--- src/rtl/ps2_pkg.sv ---
// Shared PS/2 protocol constants, frame-state encoding and the parity helper
// used by the receive path and the key decoder.
package ps2_pkg;

  localparam logic [7:0] PS2_EXT    = 8'hE0;
  localparam logic [7:0] PS2_BRK    = 8'hF0;
  localparam logic [7:0] PS2_PAUSE  = 8'hE1;
  localparam logic [7:0] PS2_BAT    = 8'hAA;
  localparam logic [7:0] PS2_ACK    = 8'hFA;
  localparam logic [7:0] PS2_ECHO   = 8'hEE;
  localparam logic [7:0] PS2_RESEND = 8'hFE;
  localparam logic [7:0] PS2_ERR0   = 8'h00;
  localparam logic [7:0] PS2_ERR1   = 8'hFF;

  localparam logic [7:0] KEY_UP    = 8'h75;
  localparam logic [7:0] KEY_DOWN  = 8'h72;
  localparam logic [7:0] KEY_LEFT  = 8'h6B;
  localparam logic [7:0] KEY_RIGHT = 8'h74;

  localparam logic [1:0] ST_IDLE   = 2'd0;
  localparam logic [1:0] ST_DATA   = 2'd1;
  localparam logic [1:0] ST_PARITY = 2'd2;
  localparam logic [1:0] ST_STOP   = 2'd3;

  // Odd parity holds when the data bits plus the parity bit carry an odd number of ones.
  function automatic logic odd_parity_ok(input logic [7:0] data, input logic par);
    return ^{data, par};
  endfunction

endpackage

--- src/rtl/ps2_rx_frame.sv ---
// PS/2 device-to-host frame receiver: synchronises and debounces the raw lines,
// shifts in start/8 data/parity/stop and reports a byte or a frame error.
module ps2_rx_frame
  import ps2_pkg::*;
#(
  parameter int unsigned FILTER_LEN     = 8,
  parameter int unsigned TIMEOUT_CYCLES = 20000
) (
  input  logic       clk,
  input  logic       rst,
  input  logic       ps2_clk_i,
  input  logic       ps2_data_i,
  output logic [7:0] byte_o,
  output logic       byte_valid_o,
  output logic       frame_err_o,
  output logic       timeout_o
);

  localparam int unsigned FCNT_W = $clog2(FILTER_LEN + 1);
  localparam int unsigned TO_W   = $clog2(TIMEOUT_CYCLES + 1);

  logic [1:0]        clk_sync_q, dat_sync_q;
  logic              fclk_q, fclk_d;
  logic [FCNT_W-1:0] fcnt_q, fcnt_d;
  logic              strobe_q, strobe_d;
  logic [1:0]        state_q, state_d;
  logic [2:0]        bit_cnt_q, bit_cnt_d;
  logic [7:0]        shift_q, shift_d;
  logic              par_q, par_d;
  logic [TO_W-1:0]   to_cnt_q, to_cnt_d;
  logic [7:0]        byte_q, byte_d;
  logic              byte_valid_q, byte_valid_d;
  logic              frame_err_q, frame_err_d;
  logic              timeout_q, timeout_d;
  logic              data_s;

  assign data_s = dat_sync_q[1];

  // Clock filter: the filtered level flips only after FILTER_LEN consecutive differing samples.
  always_comb begin
    fclk_d   = fclk_q;
    fcnt_d   = FCNT_W'(0);
    strobe_d = 1'b0;
    if (clk_sync_q[1] != fclk_q) begin
      if (fcnt_q == FCNT_W'(FILTER_LEN - 1)) begin
        fclk_d   = ~fclk_q;
        strobe_d = fclk_q;
      end else begin
        fcnt_d = fcnt_q + FCNT_W'(1);
      end
    end else begin
      fcnt_d = FCNT_W'(0);
    end
  end

  // Frame FSM, one step per strobe; a stalled frame times out back to idle.
  always_comb begin
    state_d      = state_q;
    bit_cnt_d    = bit_cnt_q;
    shift_d      = shift_q;
    par_d        = par_q;
    to_cnt_d     = to_cnt_q;
    byte_d       = byte_q;
    byte_valid_d = 1'b0;
    frame_err_d  = 1'b0;
    timeout_d    = 1'b0;
    if (strobe_q) begin
      to_cnt_d = TO_W'(0);
      case (state_q)
        ST_IDLE: begin
          if (!data_s) begin
            state_d   = ST_DATA;
            bit_cnt_d = 3'd0;
          end else begin
            state_d = ST_IDLE;
          end
        end
        ST_DATA: begin
          shift_d   = {data_s, shift_q[7:1]};
          bit_cnt_d = bit_cnt_q + 3'd1;
          if (bit_cnt_q == 3'd7) begin
            state_d = ST_PARITY;
          end else begin
            state_d = ST_DATA;
          end
        end
        ST_PARITY: begin
          par_d   = data_s;
          state_d = ST_STOP;
        end
        ST_STOP: begin
          state_d = ST_IDLE;
          if (data_s && odd_parity_ok(shift_q, par_q)) begin
            byte_d       = shift_q;
            byte_valid_d = 1'b1;
          end else begin
            frame_err_d = 1'b1;
          end
        end
        default: state_d = ST_IDLE;
      endcase
    end else if (state_q != ST_IDLE) begin
      if (to_cnt_q == TO_W'(TIMEOUT_CYCLES - 1)) begin
        state_d     = ST_IDLE;
        to_cnt_d    = TO_W'(0);
        frame_err_d = 1'b1;
        timeout_d   = 1'b1;
      end else begin
        to_cnt_d = to_cnt_q + TO_W'(1);
      end
    end else begin
      to_cnt_d = TO_W'(0);
    end
  end

  // State registers for synchroniser, filter and frame FSM.
  always_ff @(posedge clk or posedge rst) begin
    if (rst) begin
      clk_sync_q   <= 2'b11;
      dat_sync_q   <= 2'b11;
      fclk_q       <= 1'b1;
      fcnt_q       <= FCNT_W'(0);
      strobe_q     <= 1'b0;
      state_q      <= ST_IDLE;
      bit_cnt_q    <= 3'd0;
      shift_q      <= 8'h00;
      par_q        <= 1'b0;
      to_cnt_q     <= TO_W'(0);
      byte_q       <= 8'h00;
      byte_valid_q <= 1'b0;
      frame_err_q  <= 1'b0;
      timeout_q    <= 1'b0;
    end else begin
      clk_sync_q   <= {clk_sync_q[0], ps2_clk_i};
      dat_sync_q   <= {dat_sync_q[0], ps2_data_i};
      fclk_q       <= fclk_d;
      fcnt_q       <= fcnt_d;
      strobe_q     <= strobe_d;
      state_q      <= state_d;
      bit_cnt_q    <= bit_cnt_d;
      shift_q      <= shift_d;
      par_q        <= par_d;
      to_cnt_q     <= to_cnt_d;
      byte_q       <= byte_d;
      byte_valid_q <= byte_valid_d;
      frame_err_q  <= frame_err_d;
      timeout_q    <= timeout_d;
    end
  end

  assign byte_o       = byte_q;
  assign byte_valid_o = byte_valid_q;
  assign frame_err_o  = frame_err_q;
  assign timeout_o    = timeout_q;

endmodule

--- src/rtl/ps2_key_decoder.sv ---
// Set-2 scan-code decoder: turns received bytes into one key_valid pulse per make
// code, tracking E0/F0 prefixes and swallowing the Pause sequence.
module ps2_key_decoder
  import ps2_pkg::*;
#(
  parameter int unsigned FILTER_LEN     = 8,
  parameter int unsigned TIMEOUT_CYCLES = 20000
) (
  input  logic       clk,
  input  logic       rst,
  input  logic       ps2_clk,
  input  logic       ps2_data,
  output logic [7:0] key_code,
  output logic       key_valid,
  output logic       key_extended,
  output logic       frame_err
);

  logic [7:0] byte_s;
  logic       byte_valid_s;
  logic       timeout_s;

  logic       ext_q, ext_d;
  logic       brk_q, brk_d;
  logic [2:0] skip_q, skip_d;
  logic [7:0] code_q, code_d;
  logic       kext_q, kext_d;
  logic       kvalid_q, kvalid_d;

  ps2_rx_frame #(
    .FILTER_LEN    (FILTER_LEN),
    .TIMEOUT_CYCLES(TIMEOUT_CYCLES)
  ) u_rx (
    .clk         (clk),
    .rst         (rst),
    .ps2_clk_i   (ps2_clk),
    .ps2_data_i  (ps2_data),
    .byte_o      (byte_s),
    .byte_valid_o(byte_valid_s),
    .frame_err_o (frame_err),
    .timeout_o   (timeout_s)
  );

  // Prefix tracking and make-code acceptance; skip_q swallows the tail of a Pause sequence.
  always_comb begin
    ext_d    = ext_q;
    brk_d    = brk_q;
    skip_d   = skip_q;
    code_d   = code_q;
    kext_d   = kext_q;
    kvalid_d = 1'b0;
    if (timeout_s) begin
      ext_d = 1'b0;
      brk_d = 1'b0;
    end else if (byte_valid_s) begin
      if (skip_q != 3'd0) begin
        skip_d = skip_q - 3'd1;
      end else begin
        case (byte_s)
          PS2_PAUSE: skip_d = 3'd7;
          PS2_EXT:   ext_d  = 1'b1;
          PS2_BRK:   brk_d  = 1'b1;
          PS2_BAT, PS2_ACK, PS2_ECHO, PS2_RESEND, PS2_ERR0, PS2_ERR1: kvalid_d = 1'b0;
          default: begin
            if (!brk_q) begin
              code_d   = byte_s;
              kext_d   = ext_q;
              kvalid_d = 1'b1;
            end else begin
              kvalid_d = 1'b0;
            end
            ext_d = 1'b0;
            brk_d = 1'b0;
          end
        endcase
      end
    end else begin
      kvalid_d = 1'b0;
    end
  end

  // Decoder state and registered key outputs.
  always_ff @(posedge clk or posedge rst) begin
    if (rst) begin
      ext_q    <= 1'b0;
      brk_q    <= 1'b0;
      skip_q   <= 3'd0;
      code_q   <= 8'h00;
      kext_q   <= 1'b0;
      kvalid_q <= 1'b0;
    end else begin
      ext_q    <= ext_d;
      brk_q    <= brk_d;
      skip_q   <= skip_d;
      code_q   <= code_d;
      kext_q   <= kext_d;
      kvalid_q <= kvalid_d;
    end
  end

  assign key_code     = code_q;
  assign key_extended = kext_q;
  assign key_valid    = kvalid_q;

endmodule
--- config.mk ---
export PLATFORM = sky130hd
export DESIGN_NAME = ps2_key_decoder
export DESIGN_NICKNAME = d
export VERILOG_FILES = /design/src/rtl/ps2_pkg.sv /design/src/rtl/ps2_rx_frame.sv /design/src/rtl/ps2_key_decoder.sv
export SDC_FILE = /design/constraint.sdc
export NUM_CORES = 1
export LEC_CHECK = 0
export CORE_UTILIZATION = 41
export DETAILED_ROUTE_END_ITERATION = 6
export PLACE_DENSITY_LB_ADDON = 0.15
export SKIP_CTS_REPAIR_TIMING = 1
export SLEW_MARGIN = 20
export SYNTH_ARGS = -nofsm -noshare
export SYNTH_HDL_FRONTEND = slang
export SYNTH_HIERARCHICAL = 1
export SYNTH_SLANG_ARGS = --single-unit
--- constraint.sdc ---
create_clock -name clk -period 2.53 [get_ports clk]
set_input_delay 0.253 -clock clk [delete_from_list [all_inputs] [get_ports clk]]
set_output_delay 0.253 -clock clk [all_outputs]
set_load 0.05 [all_outputs]
==> Word level (Yosys, flattened, before mapping) <==
Cells that the tools add are included.
{ "totals": {"inputBits": 4, "reg_bits": 65, "wordCells": 111, "out_inout_bits": 11} }
{ "op_classes": {"muxes": 39, "n_reduce_logical": 24, "n_addsub": 4, "eq_ne": 19, "bitwise_logic": 5} }
{ "op_table": {"columns": ["operator", "n"], "rows": [
  ["$eq 8x8->1 const B", 8],
  ["$mux 15", 3],
  ["$mux 1", 23],
  ["$reduce_or 8->1", 2],
  ["$add 15x1->15 const B", 1],
  ["$eq 15x15->1 const B", 1],
  ["$reduce_and 3->1", 5],
  ["$reduce_bool 2->1", 6],
  ["$mux 3", 3],
  ["$reduce_or 9->1", 1],
  ["$reduce_xor 9->1", 1],
  ["$logic_not 8->1", 1],
  ["$mux 2", 4],
  ["$mux 4", 2],
  ["$pmux 2 s4", 1],
  ["$reduce_and 2->1", 4],
  ["$ne 2x1->1 const B", 3],
  ["$pmux 3 s2", 1],
  ["$not 1->1", 5],
  ["$reduce_and 5->1", 1],
  ["$add 4x1->4 const B", 1],
  ["$eq 2x2->1 const B", 2],
  ["$eq 4x3->1 const B", 1],
  ["$pmux 1 s2", 2],
  ["9 further kinds", 9]
]} }

==> Depth between registers and ports, before layout <==
Gate-level depths: netlist (run 1).
{ "logic_depth": {"ltp_word": 6, "depth_mapped": 7} }

==> Modules after synthesis <==
Netlist (run 1), hierarchy kept.
{ "by_module_without_submodules": {"columns": ["module", "seq_area_each_um2", "area_per_inst_um2", "cells_each", "instances"], "rows": [
  ["ps2_rx_frame", 1257.5, 2217.1, 197, 1],
  ["ps2_key_decoder", 375.4, 824.5, 74, 1]
]} }

==> Worst setup path after synthesis (run 1) <==
Ideal clock, no wire load.
{ "synth_timing": {"path_kind": "flip-flop to flip-flop", "start": "reg u_rx.to_cnt_q[0]", "end": "reg u_rx.to_cnt_q[10]", "path_buffers": 2, "arrival_ns": 1.748, "t_required_ns": 2.459, "path_slack_ns": 0.711, "setup_ns": 0.071, "path_stages_with_launch": 8, "path_cell_list": "dfrtp_1 -> ha_1 -> and4_1 -> clkbuf_1 -> and4_1 -> or2_2 -> buf_2 -> nor2_1"} }
{ "synth_via": {"elab_chain_len": 4} }
{ "synth_lines": {"columns": ["element", "line", "rtl"], "rows": [
  ["start, declared", "ps2_rx_frame.sv:30", "logic [TO_W-1:0] to_cnt_q, to_cnt_d;"],
  ["start signal, assigned", "ps2_rx_frame.sv:143", "to_cnt_q <= to_cnt_d;"],
  ["$add 15x1->15 / $eq 15x15->1 (equally long branches)", "ps2_rx_frame.sv:109, ps2_rx_frame.sv:103", null],
  ["$mux 15 *", "ps2_rx_frame.sv:103", "if (to_cnt_q == TO_W'(TIMEOUT_CYCLES - 1)) begin"],
  ["$mux 15 *", "ps2_rx_frame.sv:102", "end else if (state_q != ST_IDLE) begin"],
  ["$mux 15 *", "ps2_rx_frame.sv:67", "if (strobe_q) begin"],
  ["net u_rx.to_cnt_d[10]", "ps2_rx_frame.sv:30", null]
]} }
The timed path passes the listed nets; every way through them passes the cells marked *.
A chain may end at the register's enable or synchronous reset.

==> Worst setup path in the final report (run 1) <==
{ "layout_timing": {"start": "reg u_rx.shift_q[6]", "end": "reg u_rx.byte_q[6] (netlist: u_rx/byte_o[6])"} }
{ "layout_via": {"elab_chain_len": 3} }
{ "layout_lines": {"columns": ["element", "line", "rtl"], "rows": [
  ["start, declared", "ps2_rx_frame.sv:28", "logic [7:0] shift_q, shift_d;"],
  ["start signal, assigned", "ps2_rx_frame.sv:141", "shift_q <= shift_d;"],
  ["$reduce_xor 9->1", "ps2_pkg.sv:27", "return ^{data, par};"],
  ["$logic_and 1x1->1", "ps2_rx_frame.sv:93", "if (data_s && odd_parity_ok(shift_q, par_q)) begin"],
  ["$reduce_and 3->1 (no line)", null, null],
  ["end signal, assigned", "ps2_rx_frame.sv:144", "byte_q <= byte_d;"],
  ["end, declared", "ps2_rx_frame.sv:31", "logic [7:0] byte_q, byte_d;"]
]} }
Parallel ways exist; a longest one is shown, timed or not.

==> key figures, run 1 <==
Setup path
  – Worst reg2reg startpoint: u_rx/shift_q[6]
  – Required time of the critical path: 2750 ps
  – Slowest CP cell: xnor3_2
  – Crit. End Element: flop
  – CP startpoint kind: flop
  – Delay of the slowest critical-path stage: 490 ps
  – Crit path kind: flop to flop
  – Critical-path cell list: xor2_1, xnor3_2, mux2i_4, mux2_2
  – R2R depth: 4
  – Flop-to-flop setup slack: 580 ps
  – Crit Reg-Reg Endpoint: u_rx/byte_o[6]
  – Crit path max fanout: 9
  – Arrival time worst endpoint: 2180 ps

Global routing
  – Vias in the first global route: 2,054
  – Global Route Usage Sum: 15.98%
  – GRT overflow: 0
  – Largest net degree at the start of global routing: 39
  – Antenna violations before repair: 0
  – First-pass GRT wire length: 9328 um

Synthesis
  – Register bit total from synthesis: 65
  – Synth cell types: 51
  – Mapped Nets: 281
  – Post-Syn Instances: 271
  – Commonest register cell after synthesis: dfrtp_1
  – Cell area after synthesis: 3042 um2
  – Avg Cell Area, Syn: 11.22 um2
  – Post-synth EDFFs: 0
  – Synth Warn #: 6
  – Register area share after synthesis: 53.68%
  – Async SR Flop Fraction: 100.0%

Placement
  – PortBufs: 14
  – Routability cong.: 0.7722
  – Hpwl dp: 3595 um
  – Cell Area, Placed: 3304 um2

Floorplanning
  – Starting Density: 42.16%
  – Area of the core: 7214 um2
  – Die Width: 88.13 um
  – Row Count: 31
  – Die area: 7767 um2
  – I/O pin count: 15
  – Chip height: 88.13 um

STA
  – Tmin final: 1955 ps
  – Setup_tns: 0 ps
  – Setup Skew: 8.260 ps
  – RSZ-0062 raised after global routing: false
  – Final setup fails: 0
  – Maximum clock rate: 511.5 MHz
  – Period utilization: 77.27%
  – Worst Tran Pin Value: 760.7 ps
  – Worst slew margin: 49.21%
  – Fin. Hold Viols: 0
  – Pins Over Slew Limit: 0

Layout
  – Most frequent cells in the layout: 60 x dfrtp_1, 39 x nand2_1, 20 x nor2_1
  – Area Overhead vs Synth: 16.95%
  – Share of layout cells above drive strength 1: 17.06%
  – Area of the multi-input gates: 1344 um2
  – Post-route cell area: 3557 um2
  – Fill count: 681
  – Register area: 1633 um2
  – Layout Nets: 304
  – # diodes: 0
  – Commonest non-fill, non-tap cell in the layout: dfrtp_1

Detailed routing
  – Routed wire length per instance: 13.11 um
  – Initial DRC Count: 82
  – Initial DRT Pass Iterations: 4
  – DRC: 0
  – WL final: 5217 um
  – Drt via density: 5.008
  – Post-route ant nets: 0
  – Routed vias: 1,993

Clock network
  – CTS HTree Levels: 3
  – Total CTS buffers: 9
  – Root Driver: clkbuf_8
  – Worst-skew pair later-pin latency: 340 ps
  – CTS max path bufs: 2
  – CTS tree: done
  – CTS sink cnt: 65
  – Clk slew on worst S/H paths: 80 ps

Outcome
  – Status: completed

Power and ir drop
  – Pwr/cell area: 641.9 nW/um2
  – Maximum vdd drop: 376.8 uV
  – Leakage Power: 1.665 nW
  – Tot Pwr: 2.283 mW

Flow run
  – Max-cap violations: 0

Min path
  – Hold crit path type: primary input to asynchronous set/reset pin
-- cell type report --
type	count	area share [%]
Clock inverter	6	3.236
Timing Repair Buffer	16	4.362
Tap cell	99	3.482
Multi-Input combinational cell	189	37.78
Clock buffer	10	3.869
Inverter	13	1.372
Sequential cell	65	45.90
-- sequential cells by signal, indices dropped and copies added, names as in the netlist, 2 cells and up --
name	cells
key_code	8
skip_q	3
u_rx/bit_cnt_q	3
u_rx/byte_o	8
u_rx/clk_sync_q	2
u_rx/dat_sync_q	2
u_rx/fcnt_q	4
u_rx/shift_q	8
u_rx/state_q	2
u_rx/to_cnt_q	15
-- kinds of logic after synthesis --
| group | after synthesis | share of synthesized area, % |
|---|---|---|
| buffers and inverters | 17 | 2.139 |
| AO/OA/AOI/OAI | 34 | 8.227 |
| flip-flops | 65 | 53.68 |
| AND/OR/NAND/NOR | 107 | 17.81 |
| adder cells (fa/ha/maj) | 6 | 2.468 |
| multiplexers | 23 | 8.762 |
| XOR/XNOR | 19 | 6.911 |
-- per-layer routing --
metal	vias up	part of all wire, %	track usage (%)
li1	1000	-	-
met1	953	49	20.40
met2	30	45	24.88
met3	10	2.8	3.676
met4	0	2.5	9.531
met5	-	0	0
-- through the flow --
step                      std cells  utilization [%]  hold slack [ps]  worst slack, ps
after global placement          382            45.80            346.2            627.3
after floorplan                 271                -            154.5            710.9
after detailed placement        382            45.80            347.6            587.5
after global routing            398            49.31            307.2            458.6
after CTS                       398            49.31            300.3            558.1
final                           398            49.31            318.0            575.0
-- worst max path at each step --
stage,start,endpoint,slack [ps]
after floorplan,u_rx/to_cnt_q[0],u_rx/to_cnt_q[10],710
after global placement,u_rx/shift_q[6],u_rx/byte_o[7],630
after detailed placement,u_rx/shift_q[7],u_rx/byte_o[3],590
after CTS,u_rx/shift_q[6],u_rx/byte_o[7],560
after global routing,skip_q[1],key_code[4],460
final,u_rx/shift_q[6],u_rx/byte_o[6],580
-- synth_stat cells, types with 6 or more instances --
master | n | share of area, %
inv_1 | 13 | 1.6
mux2_2 | 17 | 6.3
xnor2_1 | 9 | 2.6
nand3_1 | 8 | 1.3
nand2_1 | 39 | 4.8
o21ai_0 | 11 | 1.8
a21oi_1 | 6 | 0.99
ha_1 | 6 | 2.5
xor2_1 | 7 | 2.0
nand4_1 | 6 | 1.2
nor2_1 | 20 | 2.5
dfrtp_1 | 60 | 49
-- where the power goes --
part           total [mW]  internal, mW  switching (mW)
sequential           1.10          1.08          0.0211
clock                1.10         0.685           0.416
combinational      0.0860        0.0384          0.0476
-- worst max-delay path, delay by kind of cell, from the launching register on --
kind      cells  cell delay, ps
xor+xnor      2             680
flops         1             420
mux           2             750
(Power assumes the default switching activity.)
==> inputs of run 2 (changes only) <==
==> constraint.sdc (replaced) <==
create_clock -name clk -period 1.8 [get_ports clk]
set_input_delay 0.18 -clock clk [delete_from_list [all_inputs] [get_ports clk]]
set_output_delay 0.18 -clock clk [all_outputs]
set_load 0.05 [all_outputs]
==> run 2 against run 1 <==
Effect of this change:
- the run now ends with negative setup slack left
- fmax rose by 7.7%
- register-to-register slack got worse by 590 ps
- clock skew fell by 2.0 ps
- sequential power rose by 40%
- clock power rose by 23%
- cell count rose by 7.8%
- hold slack got worse by 120 ps
- global-route usage rose by 0.52 points
- sequential cell count did not move
- sequential share of layout area fell by 3.3 points
- critical endpoint is now u_rx/byte_o[0]
- largest power group unchanged
- highest routed layer unchanged
==> key figures, run 2 (synthesis results as in run 1) <==
Global routing
  – Antenna violations before repair: 0 (unchanged)
  – Global Route Usage Sum: 16.50% (+0.52 points)
  – Vias in the first global route: 2,098 (+2.1%)
  – Largest net degree at the start of global routing: 21 (-46%)
  – GRT overflow: 0 (unchanged)
  – First-pass GRT wire length: 9673 um (+3.7%)

Clock network
  – Total CTS buffers: 9 (unchanged)
  – CTS tree: done
  – CTS sink cnt: 65 (unchanged)
  – CTS HTree Levels: 3 (unchanged)
  – Clk slew on worst S/H paths: 70 ps (about the same)
  – Worst-skew pair later-pin latency: 330 ps (about the same)
  – Root Driver: clkbuf_8
  – CTS max path bufs: 2 (unchanged)

STA
  – Maximum clock rate: 550.9 MHz (+7.7%)
  – Worst slew margin: 61.33% (+12 points)
  – Fin. Hold Viols: 0 (unchanged)
  – Tmin final: 1815 ps (-139.7 ps)
  – Pins Over Slew Limit: 0 (unchanged)
  – Setup Skew: 6.280 ps (-1.980 ps)
  – Period utilization: 100.8% (+24 points)
  – Final setup fails: 7 (+7)
  – Setup WS post-layout: -15.27 ps (-590.3 ps)
  – Worst Tran Pin Value: 579.4 ps (-181.3 ps)
  – RSZ-0062 raised after global routing: true

Power and ir drop
  – Combinational power share: 4.2% (+0.4 points)
  – Maximum vdd drop: 525.4 uV (+39%)
  – Reg power frac: 51.1% (+3.1 points)
  – Power Internal: 2.349 mW (+31%)
  – Clock power frac: 44.7% (-3.5 points)
  – Sw Share: 22.21% (+0.97 points)
  – NetSw: 0.6706 mW (+38%)
  – Leakage Power: 1.825 nW (+9.6%)
  – Tot Pwr: 3.019 mW (+32%)
  – Pwr/cell area: 787.8 nW/um2 (+23%)

Layout
  – # diodes: 0 (unchanged)
  – Share of layout cells above drive strength 1: 26.67% (+9.6 points)
  – Area Overhead vs Synth: 26.00%
  – Most frequent cells in the layout: 60 x dfrtp_1, 39 x nand2_1, 31 x buf_4
  – Commonest non-fill, non-tap cell in the layout: dfrtp_1
  – Fill count: 660 (-3.1%)
  – Layout Nets: 335 (+10%)
  – Largest register FFs: 15 (unchanged)
  – Largest Register: u_rx/to_cnt_q
  – Final Util: 53.12% (+3.8 points)

Min path
  – Hold crit path type: primary input to asynchronous set/reset pin

Outcome
  – Failing checks: negative setup slack
  – Status: finished with violations

Detailed routing
  – Post-route ant nets: 0 (unchanged)
  – Routed vias: 2,107 (+5.7%)
  – Routed wire length per instance: 13.08 um (-0.18%)
  – Initial DRC Count: 72 (-12%)
  – Drt via density: 4.911 (-1.9%)
  – WL final: 5613 um (+7.6%)
  – DRC: 0 (unchanged)
  – Initial DRT Pass Iterations: 4 (unchanged)

Placement
  – Dpl ws: -14.73 ps (-602.3 ps)
  – Routability cong.: 0.8566 (+11%)
  – PortBufs: 14 (unchanged)
  – Hpwl dp: 4040 um (+12%)

Setup path
  – Arrival time worst endpoint: 2040 ps (-140 ps)
  – Crit. End Element: flop
  – Crit path kind: flop to flop
  – Required time of the critical path: 2020 ps (-730 ps)
  – CP startpoint kind: flop
  – Crit path max fanout: 9 (unchanged)

Floorplanning
  – Die Width: 88.13 um (unchanged)
  – Starting Density: 42.16% (unchanged)
  – Chip height: 88.13 um (unchanged)
  – I/O pin count: 15 (unchanged)
  – Row Count: 31 (unchanged)
  – Die area: 7767 um2 (unchanged)
  – Area of the core: 7214 um2 (unchanged)

Flow run
  – Max-cap violations: 0 (unchanged)
==> run 2: cell type report <==
type | instances | area, um2 | area share, %
Sequential cell | 65 | 1633 | 42.61
Clock buffer | 9 | 123.9 | 3.232
Clock inverter | 7 | 95.09 | 2.481
Tap cell | 99 | 123.9 | 3.232
Multi-Input combinational cell | 189 | 1395 | 36.40
Inverter | 13 | 48.80 | 1.273
Timing Repair Buffer | 47 | 412.9 | 10.77
==> run 2: power groups by stage <==
stage                     combinational, mW  sequential (mW)  clock [mW]
after global placement                0.129             1.57           0
after detailed placement              0.131             1.57           0
after global routing                  0.150             1.54        1.45
after CTS                             0.132             1.54        1.39
after floorplan                      0.0937             1.56           0
final                                 0.128             1.54        1.35
==> run 2: final timing paths <==
check / from / endpoint / slack [ps] / cells after the start
setup / recovery: u_rx/shift_q[1] / u_rx/byte_o[0] / -20 / 5
hold / removal: rst / u_rx/shift_q[0] / 200 / 2
setup reg to reg: u_rx/shift_q[1] / u_rx/byte_o[0] / -20 / 5
hold reg to reg: u_rx/dat_sync_q[0] / u_rx/dat_sync_q[1] / 360 / 0
max in group asynchronous: rst / u_rx/byte_o[4] / 1030 / 3
min in group clk: ps2_data / u_rx/dat_sync_q[0] / 250 / 1
==> run 2: critical path, stage by stage (launching register included) <==
cell	delay, ps
dfrtp_1	390
xnor2_1	160
xnor3_2	480
mux2i_4	200
buf_12	150
mux2_2	340
==> run 2: stage by stage <==
stage | hold WS, ps | TNS (ps) | cell area [um2] | cells
floorplan | 81.48 | 0 | 3042 | 271
global placement | 346.8 | -5.103 | 3562 | 413
detailed placement | 347.6 | -49.42 | 3562 | 413
CTS | 199.4 | -327.5 | 3781 | 429
global route | 235.2 | -856.1 | 3832 | 429
finish | 196.3 | -34.50 | 3832 | 429
==> run 2: per-layer routing <==
layer | GRT usage, % | vias up | part of all wire (%)
li1 | - | 1064 | -
met1 | 22.44 | 1002 | 49
met2 | 25.02 | 30 | 47
met3 | 3.676 | 11 | 2.3
met4 | 8.065 | 0 | 2.0
met5 | 0 | - | 0
